[config.mk]
export PLATFORM = sky130hd
export DESIGN_NAME = dphy_rx_packet_rx
export DESIGN_NICKNAME = d
export VERILOG_FILES = /design/src/rtl/dphy_pkg.sv /design/src/rtl/dphy_crc16.sv /design/src/rtl/dphy_rx_packet_rx.sv
export SDC_FILE = /design/constraint.sdc
export NUM_CORES = 1
export LEC_CHECK = 0
export CAP_MARGIN = 20
export CELL_PAD_IN_SITES_DETAIL_PLACEMENT = 1
export CELL_PAD_IN_SITES_GLOBAL_PLACEMENT = 2
export CORE_UTILIZATION = 34
export DETAILED_ROUTE_END_ITERATION = 7
export MAX_ROUTING_LAYER = met4
export PLACE_DENSITY_LB_ADDON = 0.1
export SYNTH_ARGS = -nofsm -noshare
export SYNTH_HDL_FRONTEND = slang
export SYNTH_SLANG_ARGS = --single-unit
[constraint.sdc]
create_clock -name i_clk -period 3.2 [get_ports i_clk]
set_input_delay 0.48 -clock i_clk [delete_from_list [all_inputs] [get_ports i_clk]]
set_output_delay 0.48 -clock i_clk [all_outputs]
set_load 0.005 [all_outputs]
[src/rtl/dphy_pkg.sv]
// Shared definitions for the D-PHY receive packet engine: FSM states, link constants
// and the byte-wise reflected CRC-16 step.
package dphy_pkg;

   localparam int unsigned BYTE_W = 8;
   localparam int unsigned WORD_W = 16;
   localparam int unsigned TMO_W  = 16;

   typedef enum logic [3:0] {
      ST_IDLE,
      ST_LP_RQST,
      ST_HS_WAIT,
      ST_HDR0,
      ST_HDR1,
      ST_PAYLOAD,
      ST_CRC_HI,
      ST_CRC_FULL,
      ST_EOT
   } rx_state_e;

   localparam logic [BYTE_W-1:0] SYNC_BYTE_DEF = 8'hB8;
   localparam logic [5:0]        DT_SHORT_MAX  = 6'h0F;
   localparam logic [WORD_W-1:0] CRC_INIT      = 16'hFFFF;
   localparam logic [WORD_W-1:0] CRC_POLY_R    = 16'h8408;

   localparam logic [1:0] LP_11 = 2'b11;
   localparam logic [1:0] LP_01 = 2'b01;
   localparam logic [1:0] LP_00 = 2'b00;

   // One byte of CCITT CRC, LSB first, reflected polynomial.
   function automatic logic [WORD_W-1:0] crc16_byte(input logic [WORD_W-1:0] crc_in,
                                                   input logic [BYTE_W-1:0] data_in);
      logic [WORD_W-1:0] c;
      c = crc_in ^ {8'h00, data_in};
      for (int i = 0; i < 8; i++) begin
         c = c[0] ? ((c >> 1) ^ CRC_POLY_R) : (c >> 1);
      end
      return c;
   endfunction

endpackage

[src/rtl/dphy_crc16.sv]
// Registered CRC-16 accumulator consuming up to two bytes per cycle (data[7:0] first).
module dphy_crc16
   import dphy_pkg::*;
(
   input  logic              i_clk,
   input  logic              reset,
   input  logic              init,
   input  logic [1:0]        en,
   input  logic [WORD_W-1:0] data,
   output logic [WORD_W-1:0] crc
);

   logic [WORD_W-1:0] crc_b0_c;
   logic [WORD_W-1:0] crc_n_c;

   always_comb begin
      crc_b0_c = en[0] ? crc16_byte(crc, data[7:0]) : crc;
      crc_n_c  = en[1] ? crc16_byte(crc_b0_c, data[15:8]) : crc_b0_c;
   end

   always_ff @(posedge i_clk) begin
      if (reset) begin
         crc <= '0;
      end else if (init) begin
         crc <= CRC_INIT;
      end else begin
         crc <= crc_n_c;
      end
   end

endmodule

[src/rtl/dphy_rx_packet_rx.sv]
// D-PHY 2-lane receive packet engine: LP request detect, SoT lock, header decode,
// payload streaming with CRC-16 check and packet status pulses.
module dphy_rx_packet_rx
   import dphy_pkg::*;
#(
   parameter int unsigned       SYNC_TIMEOUT = 255,
   parameter logic [BYTE_W-1:0] SYNC_BYTE    = SYNC_BYTE_DEF
) (
   input  logic              i_clk,
   input  logic              reset,
   input  logic [BYTE_W-1:0] byte_D0,
   input  logic [BYTE_W-1:0] byte_D1,
   input  logic [1:0]        lp0_in,
   output logic              hdr_valid,
   output logic [BYTE_W-1:0] hdr_di,
   output logic [WORD_W-1:0] hdr_wc,
   output logic [BYTE_W-1:0] hdr_ecc,
   output logic              pl_valid,
   output logic [WORD_W-1:0] pl_data,
   output logic [1:0]        pl_be,
   output logic              pkt_done,
   output logic              crc_ok,
   output logic              pkt_err
);

   rx_state_e         state, state_n;
   logic [1:0]        lp_prev;
   logic [TMO_W-1:0]  tmo_cnt, tmo_cnt_n;
   logic [WORD_W-1:0] rem, rem_n;
   logic [BYTE_W-1:0] crc_lo_q, crc_lo_n;

   logic              hdr_valid_n, pl_valid_n, pkt_done_n, crc_ok_n, pkt_err_n;
   logic [BYTE_W-1:0] hdr_di_n, hdr_ecc_n;
   logic [WORD_W-1:0] hdr_wc_n, pl_data_n;
   logic [1:0]        pl_be_n;

   logic              crc_init_c;
   logic [1:0]        crc_en_c;
   logic [WORD_W-1:0] crc_val;
   logic              abort_c;
   logic [WORD_W-1:0] wc_full_c;

   dphy_crc16 u_crc (
      .i_clk (i_clk),
      .reset (reset),
      .init  (crc_init_c),
      .en    (crc_en_c),
      .data  ({byte_D1, byte_D0}),
      .crc   (crc_val)
   );

   always_ff @(posedge i_clk) begin
      if (reset) begin
         state     <= ST_IDLE;
         lp_prev   <= LP_00;
         tmo_cnt   <= '0;
         rem       <= '0;
         crc_lo_q  <= '0;
         hdr_valid <= 1'b0;
         hdr_di    <= '0;
         hdr_wc    <= '0;
         hdr_ecc   <= '0;
         pl_valid  <= 1'b0;
         pl_data   <= '0;
         pl_be     <= '0;
         pkt_done  <= 1'b0;
         crc_ok    <= 1'b0;
         pkt_err   <= 1'b0;
      end else begin
         state     <= state_n;
         lp_prev   <= lp0_in;
         tmo_cnt   <= tmo_cnt_n;
         rem       <= rem_n;
         crc_lo_q  <= crc_lo_n;
         hdr_valid <= hdr_valid_n;
         hdr_di    <= hdr_di_n;
         hdr_wc    <= hdr_wc_n;
         hdr_ecc   <= hdr_ecc_n;
         pl_valid  <= pl_valid_n;
         pl_data   <= pl_data_n;
         pl_be     <= pl_be_n;
         pkt_done  <= pkt_done_n;
         crc_ok    <= crc_ok_n;
         pkt_err   <= pkt_err_n;
      end
   end

   // LP-11 during any HS packet phase aborts and overrides the data path.
   assign abort_c = (lp0_in == LP_11) &&
                    ((state == ST_HDR0) || (state == ST_HDR1) || (state == ST_PAYLOAD) ||
                     (state == ST_CRC_HI) || (state == ST_CRC_FULL));

   assign wc_full_c = {byte_D0, hdr_wc[7:0]};

   always_comb begin
      state_n     = state;
      tmo_cnt_n   = tmo_cnt;
      rem_n       = rem;
      crc_lo_n    = crc_lo_q;
      hdr_valid_n = 1'b0;
      hdr_di_n    = hdr_di;
      hdr_wc_n    = hdr_wc;
      hdr_ecc_n   = hdr_ecc;
      pl_valid_n  = 1'b0;
      pl_data_n   = pl_data;
      pl_be_n     = pl_be;
      pkt_done_n  = 1'b0;
      crc_ok_n    = 1'b0;
      pkt_err_n   = 1'b0;
      crc_init_c  = 1'b0;
      crc_en_c    = 2'b00;

      if (abort_c) begin
         pkt_err_n = 1'b1;
         state_n   = ST_IDLE;
      end else begin
         case (state)
            ST_IDLE: begin
               if ((lp_prev == LP_11) && (lp0_in == LP_01)) begin
                  state_n = ST_LP_RQST;
               end
            end
            ST_LP_RQST: begin
               if (lp0_in == LP_00) begin
                  state_n   = ST_HS_WAIT;
                  tmo_cnt_n = '0;
               end else if (lp0_in != LP_01) begin
                  state_n = ST_IDLE;
               end
            end
            ST_HS_WAIT: begin
               if ((byte_D0 == SYNC_BYTE) && (byte_D1 == SYNC_BYTE)) begin
                  state_n   = ST_HDR0;
                  tmo_cnt_n = '0;
               end else if ((32'(tmo_cnt) + 32'd1) >= SYNC_TIMEOUT) begin
                  pkt_err_n = 1'b1;
                  state_n   = ST_IDLE;
                  tmo_cnt_n = '0;
               end else begin
                  tmo_cnt_n = tmo_cnt + 16'd1;
               end
            end
            ST_HDR0: begin
               hdr_di_n = byte_D0;
               hdr_wc_n = {hdr_wc[15:8], byte_D1};
               state_n  = ST_HDR1;
            end
            ST_HDR1: begin
               hdr_wc_n    = wc_full_c;
               hdr_ecc_n   = byte_D1;
               hdr_valid_n = 1'b1;
               if (hdr_di[5:0] <= DT_SHORT_MAX) begin
                  pkt_done_n = 1'b1;
                  crc_ok_n   = 1'b1;
                  state_n    = ST_EOT;
               end else begin
                  crc_init_c = 1'b1;
                  rem_n      = wc_full_c;
                  state_n    = (wc_full_c == '0) ? ST_CRC_FULL : ST_PAYLOAD;
               end
            end
            ST_PAYLOAD: begin
               pl_valid_n = 1'b1;
               if (rem == 16'd1) begin
                  // Odd tail: lane 1 already carries the low CRC byte.
                  pl_data_n = {8'h00, byte_D0};
                  pl_be_n   = 2'b01;
                  crc_en_c  = 2'b01;
                  crc_lo_n  = byte_D1;
                  rem_n     = '0;
                  state_n   = ST_CRC_HI;
               end else begin
                  pl_data_n = {byte_D1, byte_D0};
                  pl_be_n   = 2'b11;
                  crc_en_c  = 2'b11;
                  rem_n     = rem - 16'd2;
                  if (rem == 16'd2) begin
                     state_n = ST_CRC_FULL;
                  end
               end
            end
            ST_CRC_FULL: begin
               pkt_done_n = 1'b1;
               crc_ok_n   = ({byte_D1, byte_D0} == crc_val);
               state_n    = ST_EOT;
            end
            ST_CRC_HI: begin
               pkt_done_n = 1'b1;
               crc_ok_n   = ({byte_D0, crc_lo_q} == crc_val);
               state_n    = ST_EOT;
            end
            ST_EOT: begin
               if (lp0_in == LP_11) begin
                  state_n = ST_IDLE;
               end
            end
            default: begin
               state_n = ST_IDLE;
            end
         endcase
      end
   end

endmodule

==> qor.csv, run 1 <==
metric;value;unit
CP Cell Sequence;ha_1 -> and3_1 -> nand4_1 -> or3_1 -> a221o_1 -> nor3_2 -> nor2_1 -> o221a_2;
post-CTS sizing;0;
Setup WS pre-CTS;0.1403;ns
Sinks on Clock Net;117;
Post-DP HPWL;15290;um
Synthesis Warnings;0;
CP max stage cell;dfxtp_1;
IO Pins;75;
worst r2r path cells;8;
Max FO, Critical Path;9;
top-count cell post-synth;dfxtp_1;
RSZ-0062 raised after global routing;no;
average instance area after synthesis;8.595;um^2
post-layout instance area;0.007930;mm^2
startpoint type of the worst setup path;register;
Max VDD drop;342.5;uV
largest net degree at the start of global routing;79;
Initial Util;0.3462;
post-layout power;3.819;mW
setup bufs post-CTS;0;
Final Slew Violations;0;
core area;0.01790;mm^2
Min-Delay Path Depth;2;
via count;5600;
non-filler cells, final;1044;
# DRC;0;
slew margin rel.;0.3936;
commonest cells in the netlist;dfxtp_1, nor2_1, nand2_1;
outcome;finished, final reports clean;
Slew @ Worst Pin;0.9097;ns
final worst slack;0.3034;ns
violation count after the first detailed-routing iteration;297;
Post-CTS Hold Buffers;0;
clock buffer depth;2;
Final ANT Viol Nets;0;
Nets;825;
fin crit share;0.9052;
main area contributors after synthesis;dfxtp_1, mux2i_1, nor2_1;
number of global-route vias before repair;5686;
Hold Worst Slack;0.4554;ns
die area;0.01877;mm^2
synthesis-to-layout area growth;27.96;%
Final Skew;0.008869;ns
cell taking the most area after synthesis;dfxtp_1;
Lkg Pwr;2.944;nW
total grt overflow;0;
share of cells above drive strength 1;0.1215;
Tot GR Track Use;0.2454;
WP depth;8;
Post-Syn Instances;721;
P per Cell Area;481.6;mW/mm^2
n_diodes;0;
#FFs+latches synth;117;
Worst path top cell family by delay;simple AND/OR/NAND/NOR gates;
num rows;49;
max incr delay on CP;0.49;ns
final setup fails;0;
H-tree Lvls;4;
Root Buffer;clkbuf_16;
Final Util;0.4430;
asr flop ratio synth;0;
register area share after synthesis;0.3780;
Synthesized Nets;744;
drt total wl;21280;um
Post-synth EDFFs;0;
global-route wire length before repair;33090;um
port bufs;74;
clk slew on worst S/H paths;0.06;ns
Filler cells;2085;
Placement Cell Area;0.007276;mm^2
Main synth FF type;dfxtp_1;
drt first pass iters;5;
Fmax achieved;0.3452;GHz
GP Congestion;0.8344;
Buf/Inv on CP;0;
Data arrival, critical path;3.20;ns
DP Cell Count;1012;
Tmin final;2.897;ns
CTS tree;built;
antenna violations before repair;0;
Crit Path Class;reg -> reg;
Data required, critical path;3.51;ns
chip width;137.0;um
Synth cell types;71;
Die Span Y;137.0;um
Yosys top cell area share;0.3780;
Routed WL per cell;20.38;um
Clk Latency, worst-skew pair;0.42;ns
vias per inst;5.364;
final setup TNS;0;ns
number of CTS-inserted buffers;17;
final count of hold timing violations;0;
HP Class;reg -> reg;
Worst Setup End Kind;register;
max-capacitance violation count;0;
Syn Std Cell Area;0.006197;mm^2
flip-flops by register name (all words and copies together), names as in the netlist, 2 cells and up:
signal / count
state: 4
pl_be: 2
rem: 16
u_crc.crc: 16
hdr_di: 8
crc_lo_q: 8
tmo_cnt: 16
lp_prev: 2
hdr_ecc: 8
hdr_wc: 16
pl_data: 16
worst paths after layout:
kind | slack (ns) | startpoint | endpoint
setup reg to reg | 0.30 | tmo_cnt[0] | state[0]
hold / removal | 0.46 | hdr_ecc[1] | hdr_ecc[1]
hold reg to reg | 0.46 | hdr_ecc[1] | hdr_ecc[1]
setup / recovery | 0.30 | tmo_cnt[0] | state[0]
area by class of cell:
type / instances / area, um^2 / area share
clock buffer: 18 / 429.2 / 0.05412
clock inverter: 14 / 225.2 / 0.02840
inverter: 10 / 37.54 / 0.004733
multi-input combinational: 544 / 3586 / 0.4522
sequential: 117 / 2342 / 0.2954
tap: 229 / 286.5 / 0.03613
timing repair buffer: 112 / 1023 / 0.1291
kinds of logic (layout without fill, tap and decap cells):
| family | Yosys count | in the layout | synth area share |
|---|---|---|---|
| flip-flops | 117 | 117 | 0.3780 |
| XOR/XNOR | 70 | 70 | 0.1333 |
| adder cells (fa/ha/maj) | 3 | 3 | 0.006058 |
| AND/OR/NAND/NOR | 290 | 290 | 0.2243 |
| AO/OA/AOI/OAI | 140 | 140 | 0.1478 |
| buffers and inverters | 60 | 154 | 0.04422 |
| multiplexers | 41 | 41 | 0.06642 |
worst register-to-register path: cells and delay by family, from the launching register on:
| kind | cells | cell delay [ns] |
|---|---|---|
| adder cells (fa/ha/maj) | 1 | 0.26 |
| AND/OR/NAND/NOR | 5 | 1.33 |
| flip-flops | 1 | 0.49 |
| AO/OA/AOI/OAI | 2 | 0.72 |
cells in the final DEF, fill, tap and decap left out, types with 5 or more instances in the layout:
cell type and n:
nand2_1 89, nand2b_1 8, clkdlybuf4s50_1 73, inv_1 10
or3_1 6, xnor2_1 39, buf_4 39, nor3_1 17
xor3_1 5, mux2i_1 40, nand4_1 12, a22oi_1 16
a221oi_1 8, dfxtp_1 117, nor2b_1 8, o21ai_0 32
and2_1 10, xnor2_2 13, nand3_1 17, xor2_1 10
bufinv_16 5, nor2_1 91, a21oi_1 45, clkbuf_16 17
nor4_1 10
where the power goes:
part | switching (mW) | internal (mW)
clock | 0.739 | 1.39
sequential | 0.000591 | 1.46
combinational | 0.133 | 0.0968
total | 0.872 | 2.95
metal layers:
layer | GRT usage | wire, um
met5 | - | 0
met2 | 0.3816 | 10100
met3 | 0.04148 | 670
met1 | 0.3202 | 10090
met4 | 0.08486 | 417
Power figures use the tool's default switching activity.
==> inputs of run 2 (changes only) <==
--- a/config.mk
+++ b/config.mk
@@ -5,10 +5,11 @@
 export SDC_FILE = /design/constraint.sdc
 export NUM_CORES = 1
 export LEC_CHECK = 0
+export ABC_AREA = 1
 export CAP_MARGIN = 20
 export CELL_PAD_IN_SITES_DETAIL_PLACEMENT = 1
 export CELL_PAD_IN_SITES_GLOBAL_PLACEMENT = 2
-export CORE_UTILIZATION = 34
+export CORE_UTILIZATION = 31
 export DETAILED_ROUTE_END_ITERATION = 7
 export MAX_ROUTING_LAYER = met4
 export PLACE_DENSITY_LB_ADDON = 0.1
==> run 2 against run 1 <==
Net effect:
- cell area increased by 4.2%
- first-iteration DRC count increased by 2.4%
- sequential cell count unchanged
- sequential share of layout area decreased by 1.2 points
- clock power decreased by 3%
- global-route usage increased by 0.39 points
- non-clock buffer count decreased by 6
- via count increased by 22%
- total power increased by 20%
- combinational power increased to 3.9 times the previous value
- wire length increased by 20%
- critical endpoint is now u_crc.crc[0]
==> qor.csv, run 2 <==
metric;value;unit
H-tree Lvls;4;
average instance area after synthesis;6.528;um^2
core area;0.02043;mm^2
Sinks on Clock Net;117;
synthesis-to-layout area growth;26.91;%
clock buffer depth;2;
drt total wl;25430;um
Main synth FF type;dfxtp_1;
Data required, critical path;3.47;ns
mux contribution to synthesized area;0;
GP Congestion;0.8074;
Post-DP HPWL;19010;um
Fmax achieved;0.3920;GHz
Initial Util;0.3186;
simple-gate portion of the synthesized area;0.3462;
worst r2r path cells;13;
Tot GR Track Use;0.2493;
Synthesis Warnings;0;
CTS tree;built;
final setup TNS;0;ns
share of cells above drive strength 1;0.08974;
P per Cell Area;553.6;mW/mm^2
Routed WL per cell;18.67;um
Placement Cell Area;0.007632;mm^2
Post-CTS Hold Buffers;0;
Filler cells;2655;
final setup fails;0;
Setup WS pre-CTS;0.2374;ns
Synth cell types;44;
most common cell after layout, fill and taps aside;nand2_1;
Max FO, Critical Path;8;
port bufs;74;
Final ANT Viol Nets;0;
setup bufs post-CTS;0;
Lkg Pwr;3.271;nW
non-filler cells, final;1362;
main area contributors after synthesis;dfxtp_1, nand2_1, a21oi_1;
commonest cells in the netlist;nand2_1, a21oi_1, dfxtp_1;
Final Util;0.4043;
HP Class;reg -> reg;
Post-Syn Instances;997;
top-count cell post-synth;nand2_1;
global-route wire length before repair;39830;um
IO Pins;75;
RSZ-0062 raised after global routing;no;
Slew @ Worst Pin;0.9246;ns
Syn Std Cell Area;0.006509;mm^2
Post-synth EDFFs;0;
Max VDD drop;362.7;uV
register area share after synthesis;0.3599;
DP Cell Count;1331;
WHS Endpoint;hdr_wc[14];
post-synthesis xor/xnor area fraction;0.03902;
vias per inst;5.035;
# DRC;0;
Yosys top cell area share;0.3599;
clk slew on worst S/H paths;0.06;ns
total grt overflow;0;
worst reg2reg path endpoint;u_crc.crc[0];
Crit Path Class;in -> reg;
Synthesized Nets;1020;
die area;0.02158;mm^2
asr flop ratio synth;0;
Final Slew Violations;0;
cell taking the most area after synthesis;dfxtp_1;
Die Span Y;146.9;um
Worst Setup End Kind;register;
#FFs+latches synth;117;
Min-Delay Path Depth;2;
n_diodes;0;
max-capacitance violation count;0;
combinational family with the most area after synthesis;simple AND/OR/NAND/NOR gates;
slew margin rel.;0.3836;
Synth Area in Compound Gates;0.1669;
chip width;146.9;um
post-CTS sizing;0;
outcome;finished, final reports clean;
Tmin final;2.551;ns
hold_sp;hdr_wc[14];
antenna violations before repair;0;
R2R Path Start;state[0];
Nets;1103;
number of global-route vias before repair;6914;
post-layout instance area;0.008260;mm^2
R2R Setup Slk;0.73;ns
Data arrival, critical path;2.82;ns
startpoint type of the worst setup path;primary input;
Final Skew;0.01328;ns
final count of hold timing violations;0;
number of CTS-inserted buffers;17;
Post-Synth Adder-Cell Area;0.005767;
drt first pass iters;5;
fin crit share;0.7972;
final worst slack;0.6488;ns
num rows;52;
Clk Latency, worst-skew pair;0.43;ns
largest net degree at the start of global routing;80;
violation count after the first detailed-routing iteration;304;
Root Buffer;clkbuf_16;
via count;6858;
most frequent cells in the layout;nand2_1, a21oi_1, dfxtp_1;
[run 2: layer usage]
metal,routed length (um),vias to the layer above,track usage
li1,-,3471,-
met3,727,28,0.03447
met2,12070,107,0.4043
met1,12230,3252,0.3243
met5,0,-,-
met4,399,0,0.06701
[run 2: worst max path at each step]
| stage | startpoint | end |
|---|---|---|
| 6_report | byte_D0[0] | u_crc.crc[0] |
| 5_1_grt | byte_D0[0] | u_crc.crc[0] |
| 4_1_cts | byte_D0[0] | u_crc.crc[0] |
| 3_5_place_dp | byte_D0[0] | u_crc.crc[0] |
| 3_3_place_gp | byte_D0[0] | u_crc.crc[0] |
| 2_1_floorplan | byte_D0[1] | state[1] |
[run 2: layout make-up]
cell class / instances / area (um^2) / share of cell area
multi-input cells: 746 / 3631 / 0.4396
flip-flops and latches: 117 / 2342 / 0.2836
repair buffers: 106 / 975.9 / 0.1181
clock buffers: 17 / 425.4 / 0.05150
inverters: 92 / 345.3 / 0.04181
well taps: 270 / 337.8 / 0.04090
clock inverters: 14 / 202.7 / 0.02454
[run 2: stage by stage]
step | hold WS (ns) | power (mW)
3_5_place_dp | 0.4563 | 2.525
5_1_grt | 0.4843 | 4.803
6_report | 0.4621 | 4.573
4_1_cts | 0.4648 | 4.628
2_1_floorplan | 0.4398 | 2.179
3_3_place_gp | 0.4521 | 2.520
[run 2: power by group]
part / internal (mW) / switching (mW) / total, mW
clock network: 1.31 / 0.764 / 2.07
logic: 0.306 / 0.589 / 0.895
registers: 1.52 / 0.0830 / 1.61
total: 3.14 / 1.44 / 4.57
[run 2: worst max-delay path, stage by stage]
cell and delay, ns:
clkdlybuf4s50_1 0.73, inv_1 0.15, nand2_1 0.11, nand2_1 0.13
nand2_1 0.19, nand3_1 0.14, nand2_2 0.12, nand2_1 0.07
nand2_1 0.08, nand2_1 0.13, nand3_1 0.17, nand3_1 0.12
nand3b_1 0.12, a21oi_1 0.06
[run 2: kinds of logic (layout without fill, tap and decap cells)]
logic type / after synthesis / in the layout
flops: 117 / 117
buf+inv: 134 / 229
simple gates: 506 / 506
fa+ha+maj: 3 / 3
compound gates: 208 / 208
xor+xnor: 29 / 29
==> inputs of run 3 (changes only) <==
==> constraint.sdc (replaced) <==
create_clock -name i_clk -period 2.7 [get_ports i_clk]
set_input_delay 0.405 -clock i_clk [delete_from_list [all_inputs] [get_ports i_clk]]
set_output_delay 0.405 -clock i_clk [all_outputs]
set_load 0.005 [all_outputs]
==> run 3 against run 2 <==
Net effect:
- clock-buffer cell count grew 1
- utilization increased by 0.77 points
- first-iteration DRC count is 9.9% lower
- cell area rose by 1.9%
- clock power rose by 16%
- global-route usage is 0.23 points lower
- worst setup slack worse by 0.33 ns
==> qor.csv, run 3 (synthesis gave the netlist of run 2 again) <==
metric;value;unit
outcome;finished, final reports clean;
Tmin final;2.376;ns
Filler cells;2661;
worst r2r path cells;9;
largest net degree at the start of global routing;80;
R2R Setup Slk;0.32;ns
final setup fails;0;
RSZ-0062 raised after global routing;no;
Sw Share;0.3175;
synthesis-to-layout area growth;29.32;%
Switch Pwr;1.719;mW
Tot GR Track Use;0.2469;
Data required, critical path;3.04;ns
Combinational Power Share;0.204;
Root Buffer;clkbuf_16;
Max VDD drop;392.4;uV
violation count after the first detailed-routing iteration;274;
Clk Latency, worst-skew pair;0.42;ns
Initial Util;0.3186;
drt total wl;25250;um
num rows;52;
chip width;146.9;um
Max FO, Critical Path;16;
startpoint type of the worst setup path;register;
global-route wire length before repair;39580;um
Setup WS pre-CTS;-0.07497;ns
Routed WL per cell;18.24;um
Slew @ Worst Pin;0.6176;ns
max-capacitance violation count;0;
port bufs;74;
Clk network pwr share;0.446;
number of CTS-inserted buffers;17;
final count of hold timing violations;0;
area of the multi-input gates;0.003631;mm^2
Final Util;0.4120;
setup bufs post-CTS;0;
Seq pwr share;0.350;
CTS tree;built;
P per Cell Area;643.3;mW/mm^2
number of global-route vias before repair;7052;
H-tree Lvls;4;
most frequent cells in the layout;nand2_1, a21oi_1, dfxtp_1;
Min-Delay Path Depth;2;
most common cell after layout, fill and taps aside;nand2_1;
Worst Setup End Kind;register;
Worst Setup EP;crc_ok;
via count;6952;
Sinks on Clock Net;117;
R2R Path Start;state[1];
die area;0.02158;mm^2
total grt overflow;0;
antenna violations before repair;0;
crit path launch;state[1];
Die Span Y;146.9;um
clk slew on worst S/H paths;0.06;ns
final setup TNS;0;ns
drt first pass iters;4;
Final ANT Viol Nets;0;
vias per inst;5.023;
Fmax achieved;0.4208;GHz
Post-CTS Hold Buffers;0;
Post-DP HPWL;19170;um
post-layout power;5.415;mW
slew margin rel.;0.5872;
share of cells above drive strength 1;0.1077;
HP Class;reg -> reg;
GP Congestion;0.8315;
final worst slack;0.3237;ns
clock buffer depth;2;
Final Slew Violations;0;
worst reg2reg path endpoint;crc_ok;
Lkg Pwr;3.378;nW
DP Cell Count;1352;
sequential cell area;0.002342;mm^2
core area;0.02043;mm^2
IO Pins;75;
Int Power;3.696;mW
Crit Path Class;reg -> reg;
Data arrival, critical path;2.72;ns
# DRC;0;
non-filler cells, final;1384;
fin crit share;0.8801;
post-CTS sizing;0;
Final Skew;0.01059;ns
n_diodes;0;
Nets;1124;
run 3: metal layers:
layer	GRT usage	wire [um]	part of all wire
met5	-	0	0
met2	0.4081	12190	0.48
met4	0.07113	484	0.019
met3	0.03913	665	0.026
met1	0.3105	11900	0.47
run 3: worst max-delay path, stage by stage (launching register included):
cell and delay [ns]:
dfxtp_1 0.46, inv_2 0.10, nor2_1 0.23, nand2_1 0.42, o21ai_0 0.39, xor2_1 0.17
nand2_1 0.12, nor2_1 0.16, nand2_1 0.08, a21oi_1 0.15
run 3: per-stage QoR:
| step | hold slack (ns) | instance area, um^2 |
|---|---|---|
| 2_1_floorplan | 0.4398 | 6509 |
| 3_3_place_gp | 0.4465 | 7802 |
| 3_5_place_dp | 0.4545 | 7802 |
| 4_1_cts | 0.4642 | 8417 |
| 5_1_grt | 0.4833 | 8417 |
| 6_report | 0.4623 | 8417 |
run 3: power by group through the flow:
stage          combinational [mW]  sequential (mW)  clock (mW)
2_1_floorplan               0.674             1.91           0
3_3_place_gp                 1.10             1.93           0
3_5_place_dp                 1.11             1.93           0
4_1_cts                      1.12             1.89        2.45
5_1_grt                      1.23             1.90        2.52
6_report                     1.11             1.89        2.41
run 3: cell type report:
cell class / instances / share of cell area
Sequential cell: 117 / 0.2783
Inverter: 92 / 0.04103
Clock inverter: 14 / 0.02081
Clock buffer: 18 / 0.05218
Multi-Input combinational cell: 746 / 0.4314
Tap cell: 270 / 0.04014
Timing Repair Buffer: 127 / 0.1362
run 3: worst min-delay path by stage:
| stage | startpoint | to | slack [ns] |
|---|---|---|---|
| floorplan | crc_lo_q[4] | crc_lo_q[4] | 0.44 |
| detailed placement | pl_data[13] | pl_data[13] | 0.45 |
| global route | pl_data[6] | pl_data[6] | 0.48 |
| global placement | pl_be[0] | pl_be[0] | 0.45 |
| CTS | hdr_wc[10] | hdr_wc[10] | 0.46 |
| finish | pl_data[10] | pl_data[10] | 0.46 |
